--- config.mk ---
export PLATFORM = sky130hd
export DESIGN_NAME = input_port_arbiter
export DESIGN_NICKNAME = d
export VERILOG_FILES = /design/src/rtl/input_port_arbiter.sv
export SDC_FILE = /design/constraint.sdc
export NUM_CORES = 1
export LEC_CHECK = 0
export BUFFER_PORTS_ARGS = -buffer_cell sky130_fd_sc_hd__buf_2
export CAP_MARGIN = 20
export CORE_AREA = 5 5 574 576
export DETAILED_ROUTE_END_ITERATION = 8
export DIE_AREA = 0 0 579 581
export HOLD_SLACK_MARGIN = 0.03
export MAX_ROUTING_LAYER = met4
export PLACE_DENSITY = 0.33
export SYNTH_ARGS = -nofsm -noshare
export SYNTH_HDL_FRONTEND = slang
export SYNTH_SLANG_ARGS = --single-unit
--- constraint.sdc ---
create_clock -name axi_aclk -period 15.7 [get_ports axi_aclk]
set_input_delay 4.71 -clock axi_aclk [delete_from_list [all_inputs] [get_ports axi_aclk]]
set_output_delay 4.71 -clock axi_aclk [all_outputs]
set_load 0.01 [all_outputs]
--- src/rtl/input_port_arbiter.sv ---
// input_port_arbiter
// Packet-granular arbiter that merges NUM_PORTS AXI-Stream inputs into one
// registered output stream. Ports whose width converter raises must_read are
// served first; otherwise ports are served round-robin. The grant is held for
// a whole packet, so beats of different packets never interleave.
//
// state      | meaning
// -----------+-------------------------------------------------------------
// ST_IDLE    | no grant; all s_axis_tready low; pick a winner if any is valid
// ST_FORWARD | grant locked to one port until its tlast beat is accepted
module input_port_arbiter #(
  parameter int NUM_PORTS  = 4,
  parameter int DATA_WIDTH = 256,
  parameter int USER_WIDTH = 1,
  parameter int ID_WIDTH   = 2
) (
  input  logic                              axi_aclk,
  input  logic                              axi_reset,
  input  logic [NUM_PORTS*DATA_WIDTH-1:0]   s_axis_tdata,
  input  logic [NUM_PORTS*DATA_WIDTH/8-1:0] s_axis_tkeep,
  input  logic [NUM_PORTS*USER_WIDTH-1:0]   s_axis_tuser,
  input  logic [NUM_PORTS-1:0]              s_axis_tvalid,
  input  logic [NUM_PORTS-1:0]              s_axis_tlast,
  output logic [NUM_PORTS-1:0]              s_axis_tready,
  input  logic [NUM_PORTS-1:0]              must_read,
  output logic [DATA_WIDTH-1:0]             m_axis_tdata,
  output logic [DATA_WIDTH/8-1:0]           m_axis_tkeep,
  output logic [USER_WIDTH-1:0]             m_axis_tuser,
  output logic [ID_WIDTH-1:0]               m_axis_tid,
  output logic                              m_axis_tvalid,
  output logic                              m_axis_tlast,
  input  logic                              m_axis_tready
);

  localparam int KEEP_WIDTH = DATA_WIDTH / 8;

  typedef enum logic {
    ST_IDLE    = 1'b0,
    ST_FORWARD = 1'b1
  } state_t;

  state_t                r_state;
  state_t                w_state_nxt;
  logic [ID_WIDTH-1:0]   r_grant;
  logic [ID_WIDTH-1:0]   w_grant_nxt;
  logic [ID_WIDTH-1:0]   r_rr_ptr;
  logic [ID_WIDTH-1:0]   w_rr_ptr_nxt;

  logic [NUM_PORTS-1:0]  w_urgent;
  logic [NUM_PORTS-1:0]  w_cand;
  logic [ID_WIDTH-1:0]   w_winner;
  logic                  w_found;

  logic                  w_out_free;
  logic                  w_accept;
  logic [DATA_WIDTH-1:0] w_sel_data;
  logic [KEEP_WIDTH-1:0] w_sel_keep;
  logic [USER_WIDTH-1:0] w_sel_user;
  logic                  w_sel_last;

  // Winner search: urgent valid ports mask out the rest; a must_read without
  // tvalid contributes nothing. Scan starts at rr_ptr and wraps.
  always_comb begin
    w_urgent = s_axis_tvalid & must_read;
    w_cand   = (|w_urgent) ? w_urgent : s_axis_tvalid;
    w_winner = '0;
    w_found  = 1'b0;
    for (int i = 0; i < NUM_PORTS; i++) begin
      if (!w_found && w_cand[(int'(r_rr_ptr) + i) % NUM_PORTS]) begin
        w_found  = 1'b1;
        w_winner = ID_WIDTH'((int'(r_rr_ptr) + i) % NUM_PORTS);
      end
    end
  end

  // Granted-port beat select and handshake; the output stage can take a beat
  // when it is empty or being drained this cycle.
  always_comb begin
    w_sel_data    = s_axis_tdata[int'(r_grant)*DATA_WIDTH +: DATA_WIDTH];
    w_sel_keep    = s_axis_tkeep[int'(r_grant)*KEEP_WIDTH +: KEEP_WIDTH];
    w_sel_user    = s_axis_tuser[int'(r_grant)*USER_WIDTH +: USER_WIDTH];
    w_sel_last    = s_axis_tlast[r_grant];
    w_out_free    = m_axis_tready | ~m_axis_tvalid;
    s_axis_tready = '0;
    if (r_state == ST_FORWARD) begin
      s_axis_tready[r_grant] = w_out_free;
    end
    w_accept = (r_state == ST_FORWARD) & s_axis_tvalid[r_grant] & w_out_free;
  end

  // Next-state, grant and round-robin pointer.
  always_comb begin
    w_state_nxt  = r_state;
    w_grant_nxt  = r_grant;
    w_rr_ptr_nxt = r_rr_ptr;
    case (r_state)
      ST_IDLE: begin
        if (w_found) begin
          w_state_nxt  = ST_FORWARD;
          w_grant_nxt  = w_winner;
          w_rr_ptr_nxt = (w_winner == ID_WIDTH'(NUM_PORTS - 1)) ? '0
                                                                 : w_winner + ID_WIDTH'(1);
        end
      end
      ST_FORWARD: begin
        if (w_accept && w_sel_last) begin
          w_state_nxt = ST_IDLE;
        end
      end
      default: w_state_nxt = ST_IDLE;
    endcase
  end

  // FSM, grant and pointer registers.
  always_ff @(posedge axi_aclk or posedge axi_reset) begin
    if (axi_reset) begin
      r_state  <= ST_IDLE;
      r_grant  <= '0;
      r_rr_ptr <= '0;
    end else begin
      r_state  <= w_state_nxt;
      r_grant  <= w_grant_nxt;
      r_rr_ptr <= w_rr_ptr_nxt;
    end
  end

  // Single full-throughput output stage: load on accept, hold while stalled,
  // go empty when drained with nothing new behind it.
  always_ff @(posedge axi_aclk or posedge axi_reset) begin
    if (axi_reset) begin
      m_axis_tvalid <= 1'b0;
      m_axis_tlast  <= 1'b0;
      m_axis_tdata  <= '0;
      m_axis_tkeep  <= '0;
      m_axis_tuser  <= '0;
      m_axis_tid    <= '0;
    end else if (w_accept) begin
      m_axis_tvalid <= 1'b1;
      m_axis_tlast  <= w_sel_last;
      m_axis_tdata  <= w_sel_data;
      m_axis_tkeep  <= w_sel_keep;
      m_axis_tuser  <= w_sel_user;
      m_axis_tid    <= r_grant;
    end else if (m_axis_tready) begin
      m_axis_tvalid <= 1'b0;
    end
  end

endmodule

Word level (Yosys, flattened, before mapping)
Index checks and enable logic that the tools add are counted.
{ "totals": {"reg_bits": 298, "in_bits": 1171, "out_inout_bits": 297, "wordCells": 80} }
{ "op_classes": {"n_addsub": 4, "magnitude_cmp": 6, "n_eq_ne": 1, "shift": 3, "n_mux": 33, "bitwise": 10, "reduce_logical": 14} }
{ "ops": {"columns": ["operator", "count"], "rows": [
  ["indexed part select 1024 x 11 -> 256 bit", 1],
  ["indexed part select 128 x 8 -> 32 bit", 1],
  ["two-way mux 1 bit", 18],
  ["binary-select mux 1 bit (select 2 bit)", 6],
  ["less-than comparator 3 x 4 -> 1 bit, second input constant", 3],
  ["two-way mux 2 bit", 5],
  ["AND 4 bit", 2],
  ["two-way mux 4 bit", 2],
  ["less-than comparator 2 x 3 -> 1 bit, second input constant", 2],
  ["OR reduction 2 bit", 3],
  ["logical AND 1 bit", 5],
  ["adder 2 x 1 -> 2 bit, second input constant", 2],
  ["adder 2 bit, second input constant", 2],
  ["OR reduction 4 bit", 1],
  ["indexed part select 4 x 3 -> 1 bit", 1],
  ["AND 1 bit, first input constant", 3],
  ["zero test 1 bit", 3],
  ["AND 1 bit", 2],
  ["demux 1 bit (select 2 bit)", 1],
  ["equality test 2 bit, second input constant", 1],
  [">= comparator 2 x 1 -> 1 bit, second input constant", 1],
  ["NOT 1 bit", 2],
  ["one-hot mux 1 bit (2 select lines)", 1],
  ["AND reduction 2 bit", 1],
  ["other kinds (2)", 2]
]} }

Depth between registers and ports, before layout
Gate-level depths: netlist of run 1.
{ "depth": {"depth_word": 17, "depth_mapped": 8, "mapped_depth_nobuf": 7} }

Least setup slack after synthesis of run 1
No wires, ideal clock.
{ "synth_path": {"path_kind": "input-to-output", "from": "input m_axis_tready", "to": "output s_axis_tready[2]", "t_arrival_ns": 5.240, "t_required_ns": 10.990, "slack_ns": 5.750, "path_stages": 3, "n_path_buf": 0, "path_cell_list": "nand2b_1 and2_1 and3_1"} }
{ "synth_via": {"elab_chain_len": 3} }
{ "synth_lines": {"columns": ["item", "line", "rtl"], "rows": [
  ["from (decl)", "32", "input logic m_axis_tready"],
  ["OR 1 bit", "83", "w_out_free = m_axis_tready | ~m_axis_tvalid;"],
  ["AND 4 bit (no line)", null, null],
  ["two-way mux 4 bit", "85", "if (r_state == ST_FORWARD) begin"],
  ["to (decl)", "24", "output logic [NUM_PORTS-1:0] s_axis_tready,"]
]} }
No other way between the ends.

Final worst setup path of run 1
{ "layout_path": {"from": "input m_axis_tready", "to": "output s_axis_tready[3]"} }
The elaborated chain is that of the path after synthesis.

==> metrics.md, run 1 <==
| Metric | Value |
|---|---|
| Run status | finished, final reports clean |
| Count of cell types in the netlist | 46 |
| Yosys reg bits | 298 |
| Top cells by count, synth | dfrtp_1, mux2_2, mux4_2, clkbuf_1, buf_2 |
| Vias in the first global route | between 15,000 and 20,000 |
| Most used DFF post-synth | dfrtp_1 |
| Chip Height | about 580 um |
| Root buffer cell | clkbuf_16 |
| Sink Count | approximately 300 |
| Setup TNS | 0 ps |
| Final hold vios | 0 |
| Met3 wire length | ~40 mm |
| CP cell instances | buf_2 > nand2b_1 > and2_1 > and3_1 > buf_2 |
| Pwr dens | approximately 180 mW/mm^2 |
| Postcts setup bufs | 0 |
| Hold Path Class | reg -> reg |
| Die area | ~0.34 mm^2 |
| First DRT Iteration DRCs | approximately 1,100 |
| Hpwl dp | between 200 and 250 mm |
| Via count | approximately 20,000 |
| Fmax | 0.0949 GHz |
| CTS tree | built |
| Row cnt | about 210 |
| Post-Syn Area | 0.0183 mm^2 |
| Post-route cell area | between 0.03 and 0.04 mm^2 |
| YS warnings | 0 |
| Syn_area_per_cell | between 15 and 20 um^2 |
| H-tree depth | 2 |
| Critical Path RT | 10,990 ps |
| Final wirelength | approximately 240 mm |
| Fill cells | 37,500 |
| Gr usage total | 14.1% |
| Clock buffer count from CTS | 47 |
| Hold Crit Depth | 1 |
| Met2 Wirelength | between 100 and 150 mm |
| Reg2Reg Setup Slack | ~11,000 ps |
| Die width | ~580 um |
| DP Area | between 0.03 and 0.04 mm^2 |
| PortBufs | approximately 1,500 |
| Final setup fails | 0 |
| I/O pin count | 1,468 |
| Worst path max stage delay | ~340 ps |
| Hold Crit Endpoint | m_axis_tdata[222] |
| DR vias/cell | 2.76 |
| Syn Nets | between 2,000 and 2,500 |
| Top post-synthesis cells by area | dfrtp_1, mux4_2, mux2_2 |
| Worst reg2reg path startpoint | r_grant[0] |
| Max clock buf depth | 3 |
| Synth top area share | 40.7% |
| Crit Path Category | in -> out |
| CP max stage cell | and2_1 |
| Max-slew headroom | 19.4% |
| Layout cells sized above 1 | 85.0% |
| Core Region | roughly 0.32 mm^2 |
| CP dominant cell by count | buf_2 |
| Post-route minimum period | between 10,000 and 15,000 ps |
| Cell with the most instances after synthesis | dfrtp_1 |
| Asr flop ratio synth | 100% |
| Final worst-path cycle share | between 60 and 70% |
| RSZ-0062 raised after global routing | no |
| WP data arrival | between 5000 and 6000 ps |
| Worst Max-Slew Pin Slew | around 1200 ps |
| Hold-fix buffers at CTS | 0 |
| Worst Setup Start Kind | input pin |
| Detailed Routing Iterations Pass 1 | 5 |
| Number of synthesized flops with an enable pin | 0 |
| DR WL/cell | 34.0 um |
| Sequential-to-total area share from yosys stat | 40.7% |
| # DRC | 0 |
| CP endpoint kind | primary output |
| Nets | around 3,700 |
| Met1 wire length | around 83 mm |
| Worst-case reg-to-reg path depth | 6 |
| Initial antenna violation count | between 400 and 500 |
| Initial Util | around 5.7% |
| Layout area overhead | 79.7% |
| Clk_lat worst skew | roughly 700 ps |
| GPL Wtd Cong | around 0.96 |
| Slew Limit Fails | 0 |
| Static leakage | between 10 and 15 nW |
| Synth area leader | dfrtp_1 |
| Hold Crit Start | m_axis_tdata[222] |
| Gr ovfl total | 0 |
| Final Total Pwr | just under 0.006 W |
| First-pass GRT wire length | between 200 and 300 mm |
| Max FO, Critical Path | 4 |
| MaxCap Viol Count | 0 |
| Top Layer Used | met4 |
| Peak VDD IR | between 0.1 and 0.15 mV |
| Clk_skew | 27.8 ps |
| Post-synthesis cell count | roughly 1,100 |
| Post-CTS resize count | 0 |
| Worst flop-to-flop path endpoint | m_axis_tdata[243] |
| Clk slew on worst S/H paths | 60 ps |
| Largest net degree at the start of global routing | approximately 110 |
| Antenna Nets Post-Route | 0 |
stage by stage:
step	utilization, %	hold WS (ps)	instances	worst slack, ps
2_1_floorplan	-	514	1067	2760
3_3_place_gp	9.54	483	6780	5020
3_5_place_dp	9.54	487	6780	5080
4_1_cts	10.0	500	6861	5070
5_1_grt	10.2	505	7076	5070
6_report	10.2	497	7112	5160
worst max-delay path, delay by kind of cell:
family                 cells  cell delay, ps
buffers and inverters      2             330
and+or+nand+nor            3             780
routing by layer:
layer | vias to the layer above | global-route usage [%]
li1 | 7660 | -
met1 | 9604 | 14.7
met2 | 1818 | 22.5
met3 | 549 | 8.96
met4 | 0 | 3.20
met5 | - | -
state kept, by name, indices dropped and copies added, names as in the netlist:
| signal | count |
|---|---|
| m_axis_tuser | 1 |
| r_grant | 2 |
| m_axis_tlast | 1 |
| m_axis_tdata | 256 |
| m_axis_tid | 2 |
| r_rr_ptr | 2 |
| m_axis_tvalid | 1 |
| r_state | 1 |
| m_axis_tkeep | 32 |
cell families after synthesis:
| group | after synthesis | synth area share [%] |
|---|---|---|
| and+or+nand+nor | 36 | 0.990 |
| DFF | 298 | 40.7 |
| AOI/OAI and AO/OA | 35 | 1.55 |
| xor gates and xnor gates | 1 | 0.0478 |
| muxes | 587 | 54.0 |
| buffers and inverters | 110 | 2.72 |
worst max path at each step:
stage,end,slack (ps),cells after the start,from
final,s_axis_tready[3],5160,5,m_axis_tready
after detailed placement,s_axis_tready[3],5080,5,m_axis_tready
after floorplan,m_axis_tdata[0],2760,1,axi_reset
after CTS,s_axis_tready[3],5070,5,m_axis_tready
after global placement,s_axis_tready[3],5020,5,m_axis_tready
after global routing,s_axis_tready[3],5070,5,m_axis_tready
power by group:
part           leakage [nW]  internal, W  switching, W
Sequential             3.49      0.00119      0.000245
Clock                 0.701     0.000596      0.000483
Combinational          9.14      0.00164       0.00173
placed cells by master, fill, tap and decap left out, drive strengths merged, types with 2 or more instances in the layout:
cell type,netlist,final
clkbuf,38,65
mux2,293,293
o211ai,5,5
a31oi,4,4
and3,2,2
inv,6,8
a21oi,3,3
a22oi,3,3
mux2i,2,2
clkinvlp,0,6
nor3,2,2
dfrtp,298,298
nand3b,3,3
o21ai,4,4
nand3,4,4
a31o,2,2
clkinv,0,7
a222oi,3,3
mux4,292,292
o21a,3,3
nand2,15,15
and2,4,4
buf,66,1492
diode,0,251
nor2,3,3
o311ai,2,2
layout make-up:
class	count	area (um^2)	share of cell area (%)
multi-input cells	659	10400	31.5
repair buffers	1492	7550	22.9
flip-flops and latches	298	7460	22.7
well taps	4325	5410	16.4
clock buffers	65	1300	3.96
diodes	251	628	1.91
clock inverters	16	161	0.490
inverters	6	30.0	0.0912
Power figures use the tool's default switching activity.
==> run 2, diff against run 1 <==
--- a/config.mk
+++ b/config.mk
@@ -5,11 +5,12 @@
 export SDC_FILE = /design/constraint.sdc
 export NUM_CORES = 1
 export LEC_CHECK = 0
+export ABC_AREA = 1
 export BUFFER_PORTS_ARGS = -buffer_cell sky130_fd_sc_hd__buf_2
 export CAP_MARGIN = 20
-export CORE_AREA = 5 5 574 576
+export CORE_AREA = 5 5 575 577
 export DETAILED_ROUTE_END_ITERATION = 8
-export DIE_AREA = 0 0 579 581
+export DIE_AREA = 0 0 580 582
 export HOLD_SLACK_MARGIN = 0.03
 export MAX_ROUTING_LAYER = met4
 export PLACE_DENSITY = 0.33
==> constraint.sdc (replaced) <==
create_clock -name axi_aclk -period 9.4 [get_ports axi_aclk]
set_input_delay 2.82 -clock axi_aclk [delete_from_list [all_inputs] [get_ports axi_aclk]]
set_output_delay 2.82 -clock axi_aclk [all_outputs]
set_load 0.01 [all_outputs]
==> run 2 against run 1 <==
  * Power grew 72%
  * Routed wire length is 8.7% lower
  * Count of clock-buffer cells in the layout up 3
  * Via count is 22% higher
  * Setup slack worse by 2300 ps
  * Clock power up 87%
  * Combinational power grew 73%
  * Largest cell class unchanged
==> metrics.md, run 2 <==
| Metric | Value |
|---|---|
| Yosys reg bits | 298 (unchanged) |
| I/O pin count | 1,468 (unchanged) |
| WP data arrival | 3760 ps (was 5830 ps) |
| Syn_area_per_cell | 8.31 um^2 (was 17.2 um^2) |
| CP dominant cell by count | buf_2 (unchanged) |
| Worst path max stage delay | 210 ps (was 340 ps) |
| PortBufs | 1,467 (unchanged) |
| Worst Max-Slew Pin Slew | 1180 ps (was 1210 ps) |
| Reg2Reg Setup Slack | 5540 ps (was 10,940 ps) |
| CP endpoint | s_axis_tready[1] (was s_axis_tready[3]) |
| Fmax | roughly 0.15 GHz |
| Final worst-path cycle share | between 60% and 70% |
| Root buffer cell | clkbuf_16 (unchanged) |
| MaxCap Viol Count | 0 (unchanged) |
| Synth top area share | 43.7% (was 40.7%) |
| Gr usage total | 12.8% (was 14.1%) |
| DP Area | 0.0295 mm^2 (was 0.0308 mm^2) |
| Hold-fix buffers at CTS | 0 (unchanged) |
| First DRT Iteration DRCs | 1,582 (was 1,068) |
| Worst flop-to-flop path endpoint | r_state (was m_axis_tdata[243]) |
| Die area | 0.338 mm^2 (was 0.336 mm^2) |
| Most used DFF post-synth | dfrtp_1 (unchanged) |
| Most common cell after layout, fill and taps aside | buf_2 (unchanged) |
| CP max stage cell | nor2_1 (was and2_1) |
| Post-route cell area | 0.0316 mm^2 (was 0.0329 mm^2) |
| Hpwl dp | 194 mm (was 221 mm) |
| Chip Height | 582 um (was 581 um) |
| Worst-case reg-to-reg path depth | 7 (was 6) |
| Sequential-to-total area share from yosys stat | 43.7% (was 40.7%) |
| Cell with the most instances after synthesis | nand2_1 (was dfrtp_1) |
| Top reg by flops | m_axis_tdata (unchanged) |
| Nets | 4,588 (was 3,675) |
| Max reg flops | 256 (unchanged) |
| Post-route minimum period | between 6000 and 7000 ps |
| Top post-synthesis cells by area | dfrtp_1, nand2_1, a21o_1 (was dfrtp_1, mux4_2, mux2_2) |
| Static leakage | 15.0 nW (was 13.3 nW) |
| CP cell instances | buf_2 > nor2_1 > inv_1 > nand2_1 > nor3_1 > buf_2 (was buf_2 > nand2b_1 > and2_1 > and3_1 > buf_2) |
| Run status | finished, final reports clean (unchanged) |
| Number of synthesized flops with an enable pin | 0 (unchanged) |
| Post-synthesis cell count | 2,054 (was 1,067) |
| CP endpoint kind | primary output (unchanged) |
| H-tree depth | 2 (unchanged) |
| Final hold vios | 0 (unchanged) |
| DR vias/cell | 3.01 (was 2.76) |
| YS warnings | 0 (unchanged) |
| Top Registers | m_axis_tdata (256), m_axis_tkeep (32) (unchanged) |
| Max FO, Critical Path | 4 (unchanged) |
| Layout area overhead | 85.1% (was 79.7%) |
| Clk_lat worst skew | 710 ps (was 700 ps) |
| Clock buffer count from CTS | 49 (was 47) |
| Post-CTS resize count | 0 (unchanged) |
| Gr ovfl total | 0 (unchanged) |
| Postcts setup bufs | 0 (unchanged) |
| Asr flop ratio synth | 100% (unchanged) |
| Hold Path Class | reg -> reg (unchanged) |
| RSZ-0062 raised after global routing | no (unchanged) |
| Peak VDD IR | 0.249 mV (was 0.110 mV) |
| Vias in the first global route | 24,600 (was 20,000) |
| Pwr dens | 321 mW/mm^2 (was 179 mW/mm^2) |
| GPL Wtd Cong | 0.966 (was 0.959) |
| Final Hold Slack | 466 ps (was 497 ps) |
| Syn Nets | 3,225 (was 2,238) |
| DR WL/cell | 27.7 um (was 34.0 um) |
| Top cells by count, synth | nand2_1, dfrtp_1, a21o_1, a22oi_1, a31oi_1 (was dfrtp_1, mux2_2, mux4_2, clkbuf_1, buf_2) |
| Clk slew on worst S/H paths | 50 ps (was 60 ps) |
| Row cnt | 210 (was 209) |
| Via count | 24,000 (was 19,600) |
| Die width | 580 um (was 579 um) |
| Max-slew headroom | 21.3% (was 19.4%) |
| Core Region | 0.326 mm^2 (was 0.323 mm^2) |
| Layout cells sized above 1 | 46.3% (was 85.0%) |
| Max clock buf depth | 3 (unchanged) |
| # DRC | 0 (unchanged) |
| Slew Limit Fails | 0 (unchanged) |
| Crit Path Category | in -> out (unchanged) |
| Fill cells | 38,400 (was 37,500) |
| Synth area leader | dfrtp_1 (unchanged) |
| Count of cell types in the netlist | 20 (was 46) |
| Initial Util | 5.25% (was 5.67%) |
| Largest net degree at the start of global routing | 135 (was 105) |
| Worst reg2reg path startpoint | r_grant[0] (unchanged) |
| Detailed Routing Iterations Pass 1 | 7 (was 5) |
| Crit path from | m_axis_tready (unchanged) |
| Final wirelength | 221 mm (was 242 mm) |
| CTS tree | built (unchanged) |
| Setup TNS | 0 ps (unchanged) |
| Sink Count | 298 (unchanged) |
| Post-Syn Area | 0.0171 mm^2 (was 0.0183 mm^2) |
| Worst Setup Start Kind | input pin (unchanged) |
| Initial antenna violation count | 249 (was 460) |
| Critical Path RT | 6580 ps (was 10,990 ps) |
| Post-layout util | 9.71% (was 10.2%) |
| Antenna Nets Post-Route | 0 (unchanged) |
| Most frequent cells in the layout | buf_2, nand2_1, dfrtp_1 (was buf_2, dfrtp_1, mux4_2, mux2_2, clkbuf_16) |
| Clk_skew | 31.7 ps (was 27.8 ps) |
| First-pass GRT wire length | 275 mm (was 285 mm) |
| Final setup fails | 0 (unchanged) |
## run 2: critical path: cells and delay by family
family	cells	cell delay [ps]
buffers and inverters	3	450
and+or+nand+nor	3	470
## run 2: final cells by class
cell class,instances,area (um^2),share of cell area [%]
Timing Repair Buffer,1505,7750,24.5
Antenna cell,163,408,1.29
Multi-Input combinational cell,1545,8790,27.8
Sequential cell,298,7460,23.6
Tap cell,4346,5440,17.2
Clock buffer,68,1380,4.36
Clock inverter,22,308,0.974
Inverter,18,78.8,0.249
## run 2: logic make-up (layout without fill, tap and decap cells)
logic type	count (synthesis)	after routing	share of synthesized area [%]
simple gates	667	667	14.9
compound gates	878	878	36.4
buf+inv	211	1613	5.03
flops	298	298	43.7
other cells	0	163	0
## run 2: how the worst min path moves through the flow
stage / slack, ps / from / endpoint / cells after the start
after global routing: 480 / m_axis_tdata[209] / m_axis_tdata[209] / 1
after CTS: 470 / m_axis_tdata[240] / m_axis_tdata[240] / 1
after global placement: 460 / m_axis_tdata[12] / m_axis_tdata[12] / 1
final: 470 / m_axis_tdata[240] / m_axis_tdata[240] / 1
after detailed placement: 460 / m_axis_tdata[30] / m_axis_tdata[30] / 1
after floorplan: 520 / m_axis_tdata[0] / m_axis_tdata[0] / 1
## run 2: where the power goes
part | leakage, nW | total, W | internal, W | switching (W)
Sequential | 3.75 | 0.00229 | 0.00190 | 0.000387
Combinational | 10.5 | 0.00583 | 0.00191 | 0.00392
Clock | 0.816 | 0.00202 | 0.00117 | 0.000850
## run 2: per-stage QoR
| step | cells | setup WS (ps) | total power (W) |
|---|---|---|---|
| 6_report | 7965 | 2820 | 0.0101 |
| 5_1_grt | 7952 | 2790 | 0.0108 |
| 4_1_cts | 7802 | 2840 | 0.0105 |
| 3_5_place_dp | 7712 | 2840 | 0.00832 |
| 3_3_place_gp | 7712 | 2770 | 0.00828 |
| 2_1_floorplan | 2054 | 2620 | 0.00528 |
## run 2: metal layers
metal  vias up  GRT usage, %  routed length (um)
met5         -             -                   0
met4         0          4.66                9620
met3       330          6.69               27800
met2      1548          20.1               99300
met1     11600          13.8               83900
li1      10500             -                   -
==> run 3, diff against run 2 <==
==> constraint.sdc (replaced) <==
create_clock -name axi_aclk -period 5.3 [get_ports axi_aclk]
set_input_delay 1.59 -clock axi_aclk [delete_from_list [all_inputs] [get_ports axi_aclk]]
set_output_delay 1.59 -clock axi_aclk [all_outputs]
set_load 0.01 [all_outputs]
==> run 3 against run 2 <==
  * First-iteration DRC count is 3.0% lower
  * Critical path depth unchanged
  * Via count grew 1.2%
  * Sequential power rose by 77%
  * Power grew 75%
  * Die area is the same
  * Count of clock-buffer cells in the layout increased by 1
  * Global-route usage is 0.086 points higher
  * Clock skew is 3.8 ps higher
  * Final area grew 0.83%
  * Critical endpoint unchanged
  * Highest routed layer unchanged
==> metrics.md, run 3 (synthesis gave the netlist of run 2 again) <==
| Metric | Value |
|---|---|
| Run status | finished, final reports clean (unchanged) |
| Max FO, Critical Path | 4 (unchanged) |
| MaxCap Viol Count | 0 (unchanged) |
| Clk slew on worst S/H paths | 60 ps (was 50 ps) |
| Static leakage | 15.1 nW (was 15.0 nW) |
| Most frequent cells in the layout | buf_2, nand2_1, dfrtp_1 (unchanged) |
| Gr ovfl total | 0 (unchanged) |
| First DRT Iteration DRCs | 1,535 (was 1,582) |
| GPL Wtd Cong | 0.968 (was 0.966) |
| Reg area | 0.00746 mm^2 (unchanged) |
| Layout cells sized above 1 | 46.7% (was 46.3%) |
| Clk_skew | 35.5 ps (was 31.7 ps) |
| Post-layout util | 9.79% (was 9.71%) |
| Hpwl dp | 197 mm (was 194 mm) |
| Antenna Nets Post-Route | 0 (unchanged) |
| Clock buffer count from CTS | 47 (was 49) |
| CTS tree | built (unchanged) |
| Die width | 580 um (unchanged) |
| Hold-fix buffers at CTS | 0 (unchanged) |
| Fmax | 0.242 GHz |
| Final Total Pwr | 0.0178 W (was 0.0101 W) |
| Sink Count | 298 (unchanged) |
| Most common cell after layout, fill and taps aside | buf_2 (unchanged) |
| Post-CTS resize count | 0 (unchanged) |
| Clk_lat worst skew | 690 ps (was 710 ps) |
| Row cnt | 210 (unchanged) |
| Max reg flops | 256 (unchanged) |
| Max clock buf depth | 3 (unchanged) |
| Critical Path RT | 3710 ps (was 6580 ps) |
| Postcts setup bufs | 0 (unchanged) |
| WP data arrival | 2540 ps (was 3760 ps) |
| Crit Path Category | in -> out (unchanged) |
| Dpl ws | 1220 ps (was 2840 ps) |
| Detailed Routing Iterations Pass 1 | 5 (was 7) |
| Pwr dens | 558 mW/mm^2 (was 321 mW/mm^2) |
| Final worst-path cycle share | between 70% and 80% |
| DR WL/cell | 27.7 um (about the same) |
| Fill cells | 38,500 (was 38,400) |
| Setup TNS | 0 ps (unchanged) |
| PortBufs | 1,467 (unchanged) |
| CP endpoint kind | primary output (unchanged) |
| Setup WS post-layout | 1170 ps (was 2820 ps) |
| DR vias/cell | 3.02 (was 3.01) |
| Hold Path Class | reg -> reg (unchanged) |
| H-tree depth | 2 (unchanged) |
| Core Region | 0.326 mm^2 (unchanged) |
| Final hold vios | 0 (unchanged) |
| Slew Limit Fails | 0 (unchanged) |
| Peak VDD IR | 0.340 mV (was 0.249 mV) |
| Post-route minimum period | roughly 4100 ps |
| First-pass GRT wire length | 276 mm (was 275 mm) |
| Worst Setup Start Kind | input pin (unchanged) |
| Worst Max-Slew Pin Slew | 962 ps (was 1180 ps) |
| # DRC | 0 (unchanged) |
| Top Registers | m_axis_tdata (256), m_axis_tkeep (32) (unchanged) |
| Chip Height | 582 um (unchanged) |
| Footprint of the multi-input gates | 0.00879 mm^2 (unchanged) |
| Gr usage total | 12.9% (was 12.8%) |
| RSZ-0062 raised after global routing | no (unchanged) |
| Vias in the first global route | 25,000 (was 24,600) |
| I/O pin count | 1,468 (unchanged) |
| Final setup fails | 0 (unchanged) |
| Die area | 0.338 mm^2 (unchanged) |
| Top reg by flops | m_axis_tdata (unchanged) |
| Nets | 4,610 (was 4,588) |
| Layout area overhead | 86.6% (was 85.1%) |
| Via count | 24,300 (was 24,000) |
| Reg2Reg Setup Slack | 2020 ps (was 5540 ps) |
| Final Hold Slack | 468 ps (was 466 ps) |
| Initial antenna violation count | 264 (was 249) |
| Max-slew headroom | 35.9% (was 21.3%) |
| Root buffer cell | clkbuf_16 (unchanged) |
| Largest net degree at the start of global routing | 124 (was 135) |
| Final wirelength | 222 mm (was 221 mm) |
| Initial Util | 5.25% (unchanged) |
[run 3: path summary, 6_finish.rpt]
kind | start | to | cells past startpoint
max | m_axis_tready | s_axis_tready[1] | 6
min | m_axis_tdata[85] | m_axis_tdata[85] | 1
max reg2reg | r_grant[0] | m_axis_tdata[141] | 9
min reg2reg | m_axis_tdata[85] | m_axis_tdata[85] | 1
max in group asynchronous | axi_reset | m_axis_tdata[230] | 4
min in group asynchronous | axi_reset | m_axis_tdata[33] | 2
[run 3: stage by stage]
step,cell area (um^2),cells
3_3_place_gp,29800,7736
3_5_place_dp,29800,7736
5_1_grt,31800,8002
2_1_floorplan,17100,2054
4_1_cts,31300,7820
6_report,31900,8033
[run 3: final cells by class]
| class | instances | share of cell area, % |
|---|---|---|
| Antenna cell | 213 | 1.67 |
| Clock inverter | 15 | 0.412 |
| Clock buffer | 69 | 4.42 |
| Sequential cell | 298 | 23.4 |
| Timing Repair Buffer | 1529 | 25.2 |
| Tap cell | 4346 | 17.1 |
| Multi-Input combinational cell | 1545 | 27.6 |
| Inverter | 18 | 0.247 |
[run 3: metal layers]
metal	part of all wire, %	GRT usage (%)	up-vias
li1	-	-	10600
met1	38	13.7	11800
met2	44	20.0	1563
met3	12	6.77	355
met4	5.5	5.69	0
met5	0	-	-
[run 3: critical path, stage by stage]
cell     delay [ps]
buf_2            90
nor2_1           40
inv_1           210
nand2_1         170
nor3_1          240
buf_2           190
[run 3: report_power, final]
group,switching [W],internal (W),leakage [nW]
Combinational,0.00689,0.00355,10.6
Clock,0.00141,0.00188,0.762
Sequential,0.000673,0.00338,3.75
